File: src/rtl/combo_if.sv
// Bus bundle for the combo decision block: five function inputs, the counter
// clear, and the combinational and registered observation outputs.
//   master : drives a..e and clr, observes z, z_q, z_rise, z_cnt
//   slave  : the combo block itself
interface combo_if #(
    parameter int unsigned CNT_W = 8
);
    logic             a;
    logic             b;
    logic             c;
    logic             d;
    logic             e;
    logic             clr;
    logic             z;
    logic             z_q;
    logic             z_rise;
    logic [CNT_W-1:0] z_cnt;

    modport master (
        output a, b, c, d, e, clr,
        input  z, z_q, z_rise, z_cnt
    );

    modport slave (
        input  a, b, c, d, e, clr,
        output z, z_q, z_rise, z_cnt
    );
endinterface

File: src/rtl/combo.sv
// Five-input Boolean decision block with a registered observation path.
//   clk        : system clock, rising edge
//   rst        : asynchronous active-high reset of the registered path
//   bus.a..e   : function inputs, a is the MSB of the 5-bit code
//   bus.clr    : synchronous clear of z_cnt, wins over an increment
//   bus.z      : combinational result (a&b) | (c&d&~e) | (~a&~b&e)
//   bus.z_q    : z registered on clk
//   bus.z_rise : one-cycle pulse, aligned with z_q, on each 0->1 of z_q
//   bus.z_cnt  : saturating count of z_rise pulses
module combo #(
    parameter int unsigned CNT_W = 8
) (
    input  logic   clk,
    input  logic   rst,
    combo_if.slave bus
);
    localparam logic [CNT_W-1:0] CNT_MAX = {CNT_W{1'b1}};

    logic rise_c;

    // Decision function; no dependence on clk, rst or clr.
    assign bus.z = (bus.a & bus.b)
                 | (bus.c & bus.d & ~bus.e)
                 | (~bus.a & ~bus.b & bus.e);

    // The current z_q is the "previous" sample for the value about to be
    // registered, so the edge pulse lands in the same cycle as the new z_q.
    assign rise_c = bus.z & ~bus.z_q;

    // Registered sample, edge flag and saturating edge counter.
    always_ff @(posedge clk or posedge rst) begin
        if (rst) begin
            bus.z_q    <= 1'b0;
            bus.z_rise <= 1'b0;
            bus.z_cnt  <= '0;
        end else begin
            bus.z_q    <= bus.z;
            bus.z_rise <= rise_c;
            if (bus.clr) begin
                bus.z_cnt <= '0;
            end else if (rise_c && (bus.z_cnt != CNT_MAX)) begin
                bus.z_cnt <= bus.z_cnt + CNT_W'(1);
            end
        end
    end
endmodule

File: src/flat_wrapper.sv
// flat-port wrapper written by rule: the top's interface ports become plain ports
module combo_flat 
#(
    parameter int unsigned CNT_W = 8
)
  (clk, rst, bus_a, bus_b, bus_c, bus_d, bus_e, bus_clr, bus_z, bus_z_q, bus_z_rise, bus_z_cnt);
  combo_if #(.CNT_W(CNT_W)) bus_i ();
  input  logic clk;
  input  logic rst;
  input wire logic [$bits(bus_i.a)-1:0] bus_a;
  input wire logic [$bits(bus_i.b)-1:0] bus_b;
  input wire logic [$bits(bus_i.c)-1:0] bus_c;
  input wire logic [$bits(bus_i.d)-1:0] bus_d;
  input wire logic [$bits(bus_i.e)-1:0] bus_e;
  input wire logic [$bits(bus_i.clr)-1:0] bus_clr;
  output wire logic [$bits(bus_i.z)-1:0] bus_z;
  output wire logic [$bits(bus_i.z_q)-1:0] bus_z_q;
  output wire logic [$bits(bus_i.z_rise)-1:0] bus_z_rise;
  output wire logic [$bits(bus_i.z_cnt)-1:0] bus_z_cnt;
  assign bus_i.a = bus_a;
  assign bus_i.b = bus_b;
  assign bus_i.c = bus_c;
  assign bus_i.d = bus_d;
  assign bus_i.e = bus_e;
  assign bus_i.clr = bus_clr;
  assign bus_z = bus_i.z;
  assign bus_z_q = bus_i.z_q;
  assign bus_z_rise = bus_i.z_rise;
  assign bus_z_cnt = bus_i.z_cnt;
  combo #(.CNT_W(CNT_W)) u_core (.clk(clk), .rst(rst), .bus(bus_i));
endmodule
File: config.mk
export PLATFORM = sky130hd
export DESIGN_NAME = combo_flat
export DESIGN_NICKNAME = d
export VERILOG_FILES = /design/src/rtl/combo_if.sv /design/src/rtl/combo.sv /design/src/flat_wrapper.sv
export SDC_FILE = /design/constraint.sdc
export NUM_CORES = 1
export LEC_CHECK = 0
export CAP_MARGIN = 25
export CORE_AREA = 2 2 39 41
export DETAILED_ROUTE_END_ITERATION = 8
export DIE_AREA = 0 0 41 43
export PLACE_DENSITY = 0.7
export SYNTH_ARGS = -nofsm -noshare
export SYNTH_HDL_FRONTEND = slang
export SYNTH_SLANG_ARGS = --single-unit
File: constraint.sdc
create_clock -name clk -period 1.7 [get_ports clk]
set_clock_uncertainty 0.1 [all_clocks]
set_input_delay 0.17 -clock clk [delete_from_list [all_inputs] [get_ports clk]]
set_output_delay 0.17 -clock clk [all_outputs]
set_load 0.01 [all_outputs]
# Word level (Yosys, flattened, before mapping)
# Index checks and enable logic that the tools add are counted.
[word_totals]
rom_bits = 0
reg_bits = 10
ramBits = 0
latch_bits = 0
memories = 0
elab_cells = 21
input_bits = 8
[classes]
order_cmp = 0
n_eq_ne = 1
mul = 0
n_div = 0
n_bitwise = 12
add_sub_neg = 1
n_reduce_logical = 2
muxes = 2
shift = 0
[op_table]
columns = ["op", "n"]
rows = [
  ["$mux W8", 2],
  ["$add A8 B1 Y8 const B", 1],
  ["$ne A8 B8 Y1 const B", 1],
  ["$and A1 B1 Y1", 6],
  ["$not A1 Y1", 4],
  ["$or A1 B1 Y1", 2],
  ["$reduce_bool A2 Y1", 1],
  ["$logic_and A1 B1 Y1", 1],
]

# Logic depth before layout (Yosys ltp)
[logic_depth]
word_depth = 8
mapped_depth = 5

# Least setup slack after synthesis
# Ideal clock, no wire load.
[synth_timing]
path_type = "input port to flip-flop"
from = "in bus_b"
to = "reg u_core.bus.z_cnt[3]"
arrival_ns = 1.461
slack_ns = 0.061
setup_ns = 0.078
cell_stages = 4
path_cell_list = "or3b_1 > a31o_4 > or4_1 > a21oi_1"
[synth_via]
elab_chain_cells = 7
[synth_rtl]
columns = ["element", "line_no", "rtl"]
rows = [
  ["from (decl)", "flat_wrapper.sv:11", "input wire logic [$bits(bus_i.b)-1:0] bus_b;"],
  ["$not A1 Y1", "combo.sv:24", "| (~bus.a & ~bus.b & bus.e);"],
  ["$and A1 B1 Y1 (2 in a row)", "combo.sv:24", ""],
  ["$or A1 B1 Y1 *", "combo.sv:24", ""],
  ["$and A1 B1 Y1 *", "combo.sv:28", "assign rise_c = bus.z & ~bus.z_q;"],
  ["$logic_and A1 B1 Y1 *", "combo.sv:41", "end else if (rise_c && (bus.z_cnt != CNT_MAX)) begin"],
  ["$reduce_bool A2 Y1 (no source line) *", "n/a", ""],
  ["to (signal assigned)", "combo.sv:42", "bus.z_cnt <= bus.z_cnt + CNT_W'(1);"],
  ["to (decl)", "combo_if.sv:26", "output z, z_q, z_rise, z_cnt"],
]
# Every way passes the cells marked *; elsewhere a longest branch is shown, timed or not.
# A chain may end at the register's enable or synchronous reset.

# Worst setup path in the final report
[layout_timing]
from = "in bus_a"
to = "reg u_core.bus.z_cnt[5]"
[layout_via]
elab_chain_cells = 7
[layout_rtl]
columns = ["element", "line_no", "rtl"]
rows = [
  ["from (decl)", "flat_wrapper.sv:10", "input wire logic [$bits(bus_i.a)-1:0] bus_a;"],
  ["$not A1 Y1", "combo.sv:24", ""],
  ["$and A1 B1 Y1 (2 in a row)", "combo.sv:24", ""],
  ["$or A1 B1 Y1 *", "combo.sv:24", ""],
  ["$and A1 B1 Y1 *", "combo.sv:28", ""],
  ["$logic_and A1 B1 Y1 *", "combo.sv:41", ""],
  ["$reduce_bool A2 Y1 (no source line) *", "n/a", ""],
]
# Marked as above.

==> results.json <==
{
  "pwr-share-clk": 0.312,
  "coreArea_mm2": 0.001384,
  "status": "finished clean",
  "synth_compound_area_frac": 0.1825,
  "period_minus_slack_ns": 1.629,
  "seq_power_share": 0.493,
  "cp.required_ns": 1.78,
  "port_buffers": 18,
  "slew_headroom": 0.7340,
  "ios": 19,
  "grt_setup_unrepaired": "false",
  "finalPower_mw": 0.5082,
  "mostFrequentLayoutCells": "clkdlybuf4s50_1 (14), buf_4 (12), dfrtp_1 (10), nor2_1 (7)",
  "internal-power_mw": 0.3859,
  "yosysWarningCount": 0,
  "worst-setup-path-type": "in2reg",
  "ys_seq_area_frac": 0.4739,
  "gr-total-overflow": 0,
  "synth-edff-count": 0,
  "num_vias": 541,
  "finalCritPeriodShare": 0.9580,
  "grt_pass1_wl_um": 2173,
  "clockBufferDepth": 2,
  "critPathCaptureType": "flip-flop",
  "ir_drop_uv": 483.5,
  "root_buffer": "clkbuf_4",
  "synthCells": 54,
  "area_growth_pct": 59.00,
  "synth_xor_area_frac": 0,
  "cpLargestDelayFamily": "simple AND/OR/NAND/NOR gates",
  "clkTransAtPathRegs_ns": 0.06,
  "cts_buffers": 3,
  "ant_nets": 0,
  "synthFlopType": "dfrtp_1",
  "utilization": 0.6067,
  "initial_core_util": 0.3816,
  "die_w_um": 41,
  "slew_viol_final": 0,
  "cts_tree": "built",
  "drc": 0,
  "ys_async_sr_fraction": 1.000,
  "hold_class": "in2async",
  "ys_types": 27,
  "drv_cap": 0,
  "path_max_fanout": 6,
  "finalHoldViolations": 0,
  "synth_top_family_by_area": "simple AND/OR/NAND/NOR gates",
  "fin_ws_ns": 0.07147,
  "worstSetupStartpointType": "input port",
  "tightest_slew_ns": 0.3986,
  "cts.sinks": 10,
  "setup_viol": 0,
  "p_leak_nw": 0.3617,
  "clkLatencyLatePin_ns": 0.26,
  "fp.dieH_um": 43,
  "grt_antenna_before_repair": 0,
  "pwr-share-comb": 0.196,
  "h-tree-depth": 1,
  "ctsHoldBuffers": 0,
  "wire_per_inst_um": 12.24,
  "power_switching_mw": 0.1223,
  "rows": 14,
  "holdWs_ns": 0.09137,
  "place_hpwl_um": 981.5,
  "gp_congestion": 0.7567,
  "synth_area_um2": 528.0,
  "crit_buf_inv": 1,
  "drt-pass1-iter-count": 4,
  "avgViaCountPerCell": 5.304,
  "syn-num-nets": 63,
  "critPathSlowestCell": "or4b_1",
  "nFillCells": 126,
  "die-area_mm2": 0.001763,
  "post_cts_buffers": 0,
  "fmax_mhz": 614.1,
  "drive_gt1_frac": 0.2209,
  "cpPeakStageDelay_ns": 0.53,
  "grt_max_degree": 11,
  "synthAdderAreaFrac": 0.02370,
  "grt_pass1_vias": 524,
  "synth-simple-area-share": 0.2512,
  "drt-initial-drc-count": 10,
  "p_per_area_mw_per_mm2": 605.4,
  "wl_um": 1248,
  "path_cells": "dlygate4sd2_1 -> or3b_4 -> a31o_4 -> or4b_1 -> a21oi_1",
  "synthesis.area_per_instance_um2": 9.778,
  "num-nets-final": 97,
  "place_ws_ns": -0.4427,
  "power.share.switching": 0.2407,
  "final_common_cell": "clkdlybuf4s50_1",
  "synthMuxAreaShare": 0.04028,
  "insertedDiodeCount": 0,
  "worstPathArrival_ns": 1.71,
  "synth_seq_cells": 10,
  "grt.total_usage": 0.1783
}
## layer usage
layer,track usage,vias to the layer above,part of all wire
li1,-,271,-
met1,0.2285,244,0.45
met2,0.2875,26,0.48
met3,0.03141,0,0.068
met4,0.06000,0,0
met5,0,-,0
## power by group through the flow
stage | logic, mW | clock network [mW] | registers, mW
2_1_floorplan | 0.0356 | 0 | 0.261
3_3_place_gp | 0.102 | 0 | 0.255
3_5_place_dp | 0.104 | 0 | 0.255
4_1_cts | 0.101 | 0.164 | 0.250
5_1_grt | 0.110 | 0.176 | 0.251
6_report | 0.0995 | 0.158 | 0.250
## registers in the layout, indices dropped and copies added (netlist names)
name and cells:
u_core.bus.z_cnt 8, u_core.bus.z_q 1, u_core.bus.z_rise 1
## kinds of logic (layout without fill, tap and decap cells)
family,count (synthesis),in the layout
simple gates,25,25
compound gates,12,12
buf+inv,4,36
flops,10,10
fa+ha+maj,1,1
mux,2,2
## stage by stage
stage	cell area (µm²)	setup TNS, ns	cells
final	839.6	0	102
after global routing	839.6	0	102
after CTS	834.6	0	102
after detailed placement	814.5	-3.392	99
after global placement	814.5	-3.021	99
after floorplan	528.0	0	54
## worst register-to-register path, cell delays in order (launching register included)
cell,delay [ns]
dfrtp_1,0.38
ha_1,0.21
nand2_1,0.10
nor3_2,0.07
or4_1,0.47
a21oi_1,0.15
## cell usage after synthesis, types with 2 or more instances
cell	count	area, µm²
a311oi_1	2	17.52
nand3_1	3	15.01
inv_1	2	7.510
nand2_1	3	11.26
nor3_1	3	15.01
a21oi_1	4	20.02
nand2b_1	2	12.51
nor2_1	7	26.28
dfrtp_1	10	250.2
## worst paths after layout
path	start	endpoint	slack (ns)	depth (start not counted)
min	rst	u_core.bus.z_rise	0.09	2
min in group clk	bus_a	u_core.bus.z_q	0.24	3
min reg2reg	u_core.bus.z_cnt[6]	u_core.bus.z_cnt[6]	0.48	2
max	bus_a	u_core.bus.z_cnt[5]	0.07	5
max in group asynchronous	rst	u_core.bus.z_cnt[2]	1.13	2
max reg2reg	u_core.bus.z_cnt[0]	u_core.bus.z_cnt[3]	0.15	5
## final cells by class
cell class	instances	area [µm²]	share of cell area
clock buffer	3	22.52	0.02683
inverter	3	11.26	0.01341
multi-input combinational	40	270.3	0.3219
sequential	10	250.2	0.2981
tap	16	20.02	0.02385
timing repair buffer	30	265.3	0.3159
## timing repair
action	in CTS	in global routing
pin swaps	4	1
resized for setup	5	1
setup endpoints to repair	8	3
cloned	0	0
Power figures use the tool's default switching activity.
